--- src/rtl/seq_serializer.sv ---
// Parallel-to-serial front end for seq_detect: valid/ready word intake,
// one-word holding buffer, one payload bit per clock on dout.
module seq_serializer #(
    parameter int   WIDTH     = 8,
    parameter bit   MSB_FIRST = 1'b1,
    parameter logic IDLE_BIT  = 1'b0
) (
    input  logic             clk,
    input  logic             rst_n,
    input  logic [WIDTH-1:0] data_in,
    input  logic             data_valid,
    output logic             data_ready,
    output logic             dout,
    output logic             bit_valid,
    output logic             busy
);

    localparam int CW = $clog2(WIDTH);
    localparam logic [CW-1:0] CNT_LAST = CW'(WIDTH - 1);

    localparam logic [0:0] ST_IDLE  = 1'b0;
    localparam logic [0:0] ST_SHIFT = 1'b1;

    logic [0:0]       state_q,     state_n;
    logic [WIDTH-1:0] shreg_q,     shreg_n;
    logic [WIDTH-1:0] hold_q,      hold_n;
    logic             hold_full_q, hold_full_n;
    logic [CW-1:0]    cnt_q,       cnt_n;
    logic             dout_q,      dout_n;
    logic             bit_valid_q, bit_valid_n;

    logic             accept;
    logic             last_bit;
    logic [WIDTH-1:0] shifted;
    logic             head;

    always_comb begin
        state_n     = state_q;
        shreg_n     = shreg_q;
        hold_n      = hold_q;
        hold_full_n = hold_full_q;
        cnt_n       = cnt_q;
        accept      = data_valid && !hold_full_q;
        last_bit    = (state_q == ST_SHIFT) && (cnt_q == CNT_LAST);
        shifted     = MSB_FIRST ? {shreg_q[WIDTH-2:0], 1'b0}
                                : {1'b0, shreg_q[WIDTH-1:1]};

        case (state_q)
            ST_IDLE: begin
                if (accept) begin
                    state_n = ST_SHIFT;
                    shreg_n = data_in;
                    cnt_n   = '0;
                end
            end
            ST_SHIFT: begin
                if (last_bit) begin
                    // Held word takes priority; an accept is impossible while hold is full.
                    if (hold_full_q) begin
                        shreg_n     = hold_q;
                        hold_full_n = 1'b0;
                        cnt_n       = '0;
                    end else if (accept) begin
                        shreg_n = data_in;
                        cnt_n   = '0;
                    end else begin
                        state_n = ST_IDLE;
                        cnt_n   = '0;
                    end
                end else begin
                    shreg_n = shifted;
                    cnt_n   = cnt_q + CW'(1);
                    if (accept) begin
                        hold_n      = data_in;
                        hold_full_n = 1'b1;
                    end
                end
            end
            default: begin
                state_n = ST_IDLE;
                cnt_n   = '0;
            end
        endcase

        // dout is registered from the next shifter contents so it leaves a flop directly.
        head        = MSB_FIRST ? shreg_n[WIDTH-1] : shreg_n[0];
        dout_n      = (state_n == ST_SHIFT) ? head : IDLE_BIT;
        bit_valid_n = (state_n == ST_SHIFT);
    end

    always_ff @(posedge clk or negedge rst_n) begin
        if (!rst_n) begin
            state_q     <= ST_IDLE;
            shreg_q     <= '0;
            hold_q      <= '0;
            hold_full_q <= 1'b0;
            cnt_q       <= '0;
            dout_q      <= IDLE_BIT;
            bit_valid_q <= 1'b0;
        end else begin
            state_q     <= state_n;
            shreg_q     <= shreg_n;
            hold_q      <= hold_n;
            hold_full_q <= hold_full_n;
            cnt_q       <= cnt_n;
            dout_q      <= dout_n;
            bit_valid_q <= bit_valid_n;
        end
    end

    assign data_ready = !hold_full_q;
    assign busy       = (state_q == ST_SHIFT) || hold_full_q;
    assign dout       = dout_q;
    assign bit_valid  = bit_valid_q;

endmodule

--- config.mk ---
export PLATFORM = sky130hd
export DESIGN_NAME = seq_serializer
export DESIGN_NICKNAME = d
export VERILOG_FILES = /design/src/rtl/seq_serializer.sv
export SDC_FILE = /design/constraint.sdc
export NUM_CORES = 1
export LEC_CHECK = 0
export CAP_MARGIN = 0
export CORE_UTILIZATION = 55
export CTS_BUF_LIST = sky130_fd_sc_hd__clkbuf_2 sky130_fd_sc_hd__clkbuf_4 sky130_fd_sc_hd__clkbuf_8
export DETAILED_ROUTE_END_ITERATION = 6
export PLACE_DENSITY = 0.84
export SYNTH_ARGS = -nofsm -noshare
export SYNTH_HDL_FRONTEND = slang
export SYNTH_SLANG_ARGS = --single-unit
--- constraint.sdc ---
create_clock -name clk -period 2.1 [get_ports clk]
set_input_delay 0.42 -clock clk [delete_from_list [all_inputs] [get_ports clk]]
set_output_delay 0.42 -clock clk [all_outputs]
set_load 0.01 [all_outputs]
== After elaboration in Yosys (flattened, before gate mapping) ==
Cells that the tools add are included.

* Bits in registers: 22
* Logic and storage cells: 32
* Output and inout bits: 4

* Add/subtract/negate cells: 1
* Multiplexer cells: 14
* Eq/ne operators: 2
* Reduce and logical (&&, ||, !) cells: 7
* Bitwise gates (word level): 2

{| class="wikitable"
|+ Operator list
! kind !! number
|-
| 8-bit two-way mux || 3
|-
| 8-bit case mux with 2 select lines || 1
|-
| 1-bit two-way mux || 6
|-
| 3-bit two-way mux || 2
|-
| 3-bit case mux with 2 select lines || 1
|-
| 3-bit by 1-bit adder with 3-bit output, second input constant || 1
|-
| 3-bit equality test, second input constant || 1
|-
| 3-bit AND reduction || 1
|-
| 1-bit logical AND || 2
|-
| 2-bit inequality test, second input constant || 1
|-
| 1-bit inverter || 2
|-
| 1-bit case mux with 2 select lines || 1
|-
| 2-bit AND reduction || 1
|-
| 2-bit nonzero test || 1
|-
| 1-bit zero test || 1
|-
| 1-bit logical OR || 1
|}

== Logic depth before layout (Yosys ltp) ==
Gate-level depths: netlist of the first run.

* Word-level depth: 7
* Gate-level depth with buffers: 6
* Depth with buffers taken out: 5

== Worst setup path after synthesis of the first run ==
Ideal clock, no wire load.

* Kind: reg-to-reg
* Start point: register cnt_q[0]
* End point: register hold_q[0]
* Setup slack: 0.481 ns
* Required time: 1.975 ns
* Cell stages (with the launch flop): 6
* Data arrival time: 1.494 ns
* Cells stage by stage: dfrtp_1 -> ha_1 -> ha_1 -> nand2b_2 -> nor2_8 -> mux2_4

* Cells in the longest elaborated chain, start to end: 4

{| class="wikitable"
|+ Ends and longest elaborated chain
! item !! line !! source
|-
| from (decl) || 28 || <nowiki>logic [CW-1:0] cnt_q, cnt_n;</nowiki>
|-
| from (signal assigned) || 105 || <nowiki>cnt_q <= cnt_n;</nowiki>
|-
| 3-bit equality test || 44 || <nowiki>last_bit = (state_q == ST_SHIFT) && (cnt_q == CNT_LAST);</nowiki>
|-
| 1-bit logical AND || 44 ||
|-
| 1-bit inverter (no line) || n/a ||
|-
| 3-bit AND reduction (no line) || n/a ||
|-
| to (signal assigned) || 103 || <nowiki>hold_q <= hold_n;</nowiki>
|-
| to (decl) || 26 || <nowiki>logic [WIDTH-1:0] hold_q, hold_n;</nowiki>
|}

No other way between the ends.
A chain may end at the register's enable or synchronous reset.

== Worst setup path after layout of the first run ==
* Start point: register hold_full_q
* End point: output port busy

* Cells in the longest elaborated chain, start to end: 1

{| class="wikitable"
|+ Ends and longest elaborated chain
! item !! line !! source
|-
| from (decl) || 27 || <nowiki>logic hold_full_q, hold_full_n;</nowiki>
|-
| from (signal assigned) || 104 || <nowiki>hold_full_q <= hold_full_n;</nowiki>
|-
| 1-bit logical OR || 112 || <nowiki>assign busy = (state_q == ST_SHIFT) || hold_full_q;</nowiki>
|-
| to (decl) || 15 || <nowiki>output logic busy</nowiki>
|}

No other way between the ends.

==> results of run 1 <==
## per-stage QoR
stage / cells / setup WS (ps) / instance area, µm² / utilization, %
floorplan: 90 / 481 / 1020 / -
global placement: 127 / 259 / 1190 / 68.0
detailed placement: 127 / 222 / 1190 / 68.0
CTS: 131 / 99.5 / 1210 / 69.5
global route: 131 / 45.9 / 1210 / 69.5
finish: 131 / 94.1 / 1210 / 69.5
## cell usage after synthesis, drive strengths merged
cell type   n  area (µm²)
nand2      20        75.1
o21ai       5        28.8
o22ai       7        43.8
nor2b       2        12.5
mux2        8         120
a211oi      2        15.0
nor3        1        5.00
dfrtp      21         526
nand2b      2        22.5
ha          2        25.0
a21oi       2        10.0
nor2        1        20.0
a22oi       1        7.51
inv         2        7.51
nand3b      1        7.51
a32oi       6        52.6
buf         5        32.5
or2         1        6.26
and2b       1        7.51
## flip-flops by register name (all words and copies together) (netlist names)
register / count
shreg_q: 7
hold_full_q: 1
bit_valid: 1
cnt_q: 3
hold_q: 8
dout: 1
## final cells by class
type | instances | area (µm²)
Clock buffer | 3 | 22.5
Timing Repair Buffer | 17 | 163
Inverter | 2 | 7.51
Tap cell | 25 | 31.3
Fill cell | 127 | 532
Sequential cell | 21 | 526
Multi-Input combinational cell | 62 | 459
Clock inverter | 1 | 5.00
## kinds of logic (layout without fill, tap and decap cells)
logic type                 count (synthesis)  count (layout)  share of synthesized area [%]
AOI/OAI and AO/OA                         23              23                           15.4
muxes                                      8               8                           11.7
and+or+nand+nor                           29              29                           15.3
DFF                                       21              21                           51.3
buffers and inverters                      7              23                           3.91
adders and majority gates                  2               2                           2.44
## power breakdown
part           leakage, nW  switching [mW]  internal [mW]
logic                0.266           0.360          0.392
registers            0.248           0.125          0.606
clock network       0.0177           0.131         0.0713
total                0.532           0.616           1.07
## worst paths after layout
| check | from | to |
|---|---|---|
| min | rst_n | bit_valid |
| min reg2reg | hold_q[0] | hold_q[0] |
| max | hold_full_q | busy |
| max reg2reg | cnt_q[0] | hold_q[5] |
| min in group clk | hold_q[0] | hold_q[0] |
| max in group asynchronous | rst_n | shreg_q[5] |
## cell usage in the layout, fill, tap and decap left out, drive strengths merged, types with 2 or more instances in the layout
master         synthesis  layout
a211oi                 2       2
dfrtp                 21      21
nor2b                  2       2
o22ai                  7       7
o21ai                  5       5
buf                    5       3
a21oi                  2       2
clkbuf                 0       3
nand2b                 2       2
clkdlybuf4s50          0      14
a32oi                  6       6
inv                    2       2
mux2                   8       8
ha                     2       2
nand2                 20      20
## routing by layer
layer	part of all wire (%)	vias up	wire [µm]	GRT usage, %
li1	-	357	-	-
met1	46	365	946	31.8
met2	48	19	981	37.4
met3	4.0	5	83	5.20
met4	2.1	0	43	13.9
met5	0	-	0	0
==> impl_metrics.csv, run 1 <==
group,metric,value,unit
outcome,status,"complete, no violations",
sta,fmax,499,MHz
cts,cts_tree,"built",
yosys,ys_types,25,
setup_path,ff2ff_setup_slack,410,ps
sta,hold_viol_final,0,
yosys,syn-num-nets,103,
cts,clkTransAtPathRegs,120,ps
setup_path,crit_cells,2,
yosys,yosysSeqAreaShare,51.3,%
setup_path,crit_type,"register to output port",
setup_path,cp_max_fo,9,
finish,diodes,0,
detailed_routing,firstDrtPassIters,4,
setup_path,cp-start-kind,"register",
cts,root_buffer,"clkbuf_4",
sta,fin_crit_sh,95.5,%
global_route,grt_max_degree,22,
placement,detailed_place_hpwl,1390,µm
cts,htreeDepth,1,
global_route,grt_pass1_wl,3440,µm
sta,fin_tns_setup,0,ps
cts,post_cts_buffers,0,
yosys,syn_area_per_cell,11.4,µm²
sta,rsz0062_at_grt,"no",
sta,finalSetupViolCount,0,
setup_path,critPathTopFamily,"flip-flops",
detailed_routing,vias_per_cell,5.69,
power,irDropWorstVdd,0.751,mV
detailed_routing,dr_total_vias,746,
yosys,ys_warn_count,0,
setup_path,required,1680,ps
detailed_routing,routedWlPerCell,15.7,µm
detailed_routing,drt-initial-drc-count,8,
setup_path,crit_path_max_incr_delay,490,ps
setup_path,r2r_cells,5,
placement,port_buffers,14,
finish,area_delta_synth_final,18.4,%
setup_path,crit_path_top_delay_cell,"dfrtp_1",
yosys,ys_seq_elements,21,
detailed_routing,ant_nets,0,
floorplan,core,1750,µm²
cts,ctsHoldBuffers,0,
cts,cts.path.max_buffers,2,
cts,cts.sinks,21,
floorplan,die-area,2040,µm²
sta,skew,0.924,ps
finish,final_nets,120,
global_route,antenna_found_initial,0,
sta,tightest_slew,384,ps
global_route,grt_pass1_vias,764,
detailed_routing,route.detailed.drc,0,
floorplan,die_h,45.2,µm
power,power-per-cell-area,1390,nW/µm²
cts,cts_inserted_buffers,3,
power,power,1.68,mW
sta,maxSlewViolCount,0,
sta,period_needed,2010,ps
setup_path,worstPathArrival,1590,ps
run,drv_cap,0,
placement,place_congestion,0.778,
setup_path,path_cells,"or2_2 -> clkdlybuf4s50_1",
power,power.leakage,0.532,nW
cts,worst_skew_pair.late_latency,310,ps
hold_path,holdCritPathClass,"input port to async pin",
floorplan,start_util,58.7,%
cts,cts_resized,0,
finish,drive_gt1_share,18.9,%
floorplan,dieWidth,45.2,µm
sta,whs,430,ps
setup_path,end_kind,"output port",
yosys,synth_cells,90,
yosys,syn_area,1020,µm²
global_route,grt_use_total,24.4,%
floorplan,rows,15,
global_route,gr-total-overflow,0,
sta,slew_headroom,74.4,%
setup_path,path_buf_inv,1,
detailed_routing,routed_wl,2050,µm
floorplan,io_pins,15,
Power figures use the tool's default switching activity.
==> run 2: changes to the inputs <==
--- a/config.mk
+++ b/config.mk
@@ -6,10 +6,10 @@
 export NUM_CORES = 1
 export LEC_CHECK = 0
 export CAP_MARGIN = 0
-export CORE_UTILIZATION = 55
+export CORE_UTILIZATION = 49
 export CTS_BUF_LIST = sky130_fd_sc_hd__clkbuf_2 sky130_fd_sc_hd__clkbuf_4 sky130_fd_sc_hd__clkbuf_8
 export DETAILED_ROUTE_END_ITERATION = 6
-export PLACE_DENSITY = 0.84
+export PLACE_DENSITY = 0.79
 export SYNTH_ARGS = -nofsm -noshare
 export SYNTH_HDL_FRONTEND = slang
 export SYNTH_SLANG_ARGS = --single-unit
==> constraint.sdc (replaced) <==
create_clock -name clk -period 1.8 [get_ports clk]
set_input_delay 0.36 -clock clk [delete_from_list [all_inputs] [get_ports clk]]
set_output_delay 0.36 -clock clk [all_outputs]
set_load 0.01 [all_outputs]
==> run 2 against run 1 <==
Against the previous run: non-clock buffer count grew 2; power grew 17%; clock skew grew 8.5 ps; count of clock-buffer cells in the layout grew 1; first-iteration DRC count grew 50%; via count shrank 1.3%; critical path type is now register to register.
==> impl_metrics.csv, run 2 (synthesized netlist as in run 1, its figures left out) <==
group,metric,value,unit
detailed_routing,routedWlPerCell,15.3,µm
finish,layout_commonest_cell,"dfrtp_1",
global_route,grt_pass1_wl,3180,µm
floorplan,dieWidth,47.7,µm
setup_path,crit_type,"register to register",
detailed_routing,route.detailed.drc,0,
global_route,grt_pass1_vias,680,
sta,worst_slack,77.1,ps
floorplan,start_util,52.2,%
setup_path,cp-start-kind,"register",
floorplan,core,1960,µm²
finish,final_cell_mix,"dfrtp_1 (21), nand2_1 (20), clkdlybuf4s50_1 (11), mux2_4 (8), o22ai_1 (7)",
setup_path,path_cells,"ha_1 -> ha_1 -> nand2b_2 -> nor2_8 -> mux2_4",
cts,root_buffer,"clkbuf_4",
detailed_routing,ant_nets,0,
setup_path,crit_path_max_incr_delay,420,ps
finish,final_nets,122,
finish,final_core_util,63.1,%
sta,slew_headroom,74.7,%
cts,htreeDepth,1,
finish,drive_gt1_share,20.4,%
floorplan,io_pins,15,
outcome,status,"complete, no violations",
cts,post_cts_buffers,0,
cts,ctsHoldBuffers,0,
sta,fin_tns_setup,0,ps
finish,multi_input_area,459,µm²
global_route,grt_max_degree,22,
finish,largest-register,"hold_q",
sta,skew,9.42,ps
setup_path,crit_path_top_delay_cell,"dfrtp_1",
detailed_routing,drt-initial-drc-count,12,
hold_path,holdCritPathClass,"input port to async pin",
placement,port_buffers,14,
setup_path,ff2ff_setup_slack,80,ps
sta,maxSlewViolCount,0,
run,drv_cap,0,
cts,cts.sinks,21,
setup_path,cp_max_fo,8,
cts,worst_skew_pair.late_latency,300,ps
power,power.leakage,0.546,nW
setup_path,path_buf_inv,0,
cts,cts.path.max_buffers,2,
finish,area_delta_synth_final,20.8,%
sta,hold_viol_final,0,
finish,regArea,526,µm²
sta,fmax,580,MHz
setup_path,required,1990,ps
floorplan,die_h,47.7,µm
setup_path,path_common_cell,"ha_1",
finish,fillers,179,
cts,cts_tree,"built",
sta,whs,403,ps
cts,clkTransAtPathRegs,120,ps
finish,largest_register_ffs,8,
floorplan,die-area,2280,µm²
sta,finalSetupViolCount,0,
placement,place_congestion,0.782,
sta,tightest_slew,379,ps
setup_path,worstPathArrival,1910,ps
detailed_routing,dr_total_vias,736,
global_route,antenna_found_initial,0,
floorplan,rows,16,
cts,cts_inserted_buffers,3,
sta,fin_crit_sh,95.7,%
placement,detailed_place_hpwl,1450,µm
power,power-per-cell-area,1590,nW/µm²
detailed_routing,firstDrtPassIters,4,
detailed_routing,routed_wl,2070,µm
setup_path,end_kind,"register",
placement,pre_cts_ws,72.0,ps
setup_path,critPathTopFamily,"simple AND/OR/NAND/NOR gates",
detailed_routing,vias_per_cell,5.45,
power,irDropWorstVdd,0.878,mV
power,power,1.97,mW
sta,rsz0062_at_grt,"no",
finish,top_regs,"hold_q: 8 flops, shreg_q: 7 flops, cnt_q: 3 flops",
sta,period_needed,1720,ps
global_route,grt_use_total,21.1,%
global_route,gr-total-overflow,0,
finish,diodes,0,
==> run 2: cell types whose count changed in the layout (fill, tap and decap cells not counted), sizes merged <==
cell | before | now
buf | 3 | 5
clkbuf | 3 | 4
clkdlybuf4s50 | 14 | 11
clkinv | 1 | 0
dlygate4sd2 | 0 | 2
dlymetal6s2s | 0 | 1
==> run 2: layout make-up <==
class | count | area share [%]
clock buffers | 4 | 2.43
inverters | 2 | 0.607
multi-input cells | 62 | 37.1
flip-flops and latches | 21 | 42.5
well taps | 27 | 2.73
repair buffers | 19 | 14.7
==> run 2: metal layers <==
layer / global-route usage [%] / part of all wire, % / up-vias
li1: - / - / 358
met1: 29.0 / 47 / 359
met2: 32.4 / 49 / 15
met3: 3.40 / 2.7 / 4
met4: 10.0 / 1.8 / 0
met5: 0 / 0 / -
==> run 2: worst paths after layout <==
path / from / end / cells past startpoint
min in group clk: hold_q[6] / hold_q[6] / 1
setup / recovery: cnt_q[0] / hold_q[4] / 5
max in group asynchronous: rst_n / hold_q[1] / 2
hold / removal: rst_n / hold_q[7] / 2
hold reg to reg: hold_q[6] / hold_q[6] / 1
setup reg to reg: cnt_q[0] / hold_q[4] / 5
==> run 2: power breakdown <==
part / total (mW) / switching [mW] / internal, mW
Clock: 0.238 / 0.137 / 0.101
Sequential: 0.837 / 0.130 / 0.707
Combinational: 0.893 / 0.426 / 0.467
Total: 1.97 / 0.693 / 1.28
==> run 2: worst reg2reg max path, stage by stage, from the launching register on <==
cell and delay (ps):
dfrtp_1 420, ha_1 210, ha_1 200, nand2b_2 240
nor2_8 210, mux2_4 330
==> run 2: what timing repair did <==
item | 4_1_cts | 5_1_grt
resized for setup | 3 | 1
cloned | 0 | 0
endpoints found under the setup margin | 3 | 1
==> run 2: per-stage QoR <==
step	area, µm²	instances
after floorplan	1020	90
after global placement	1200	131
after detailed placement	1200	131
after CTS	1230	135
after global routing	1240	135
final	1240	135
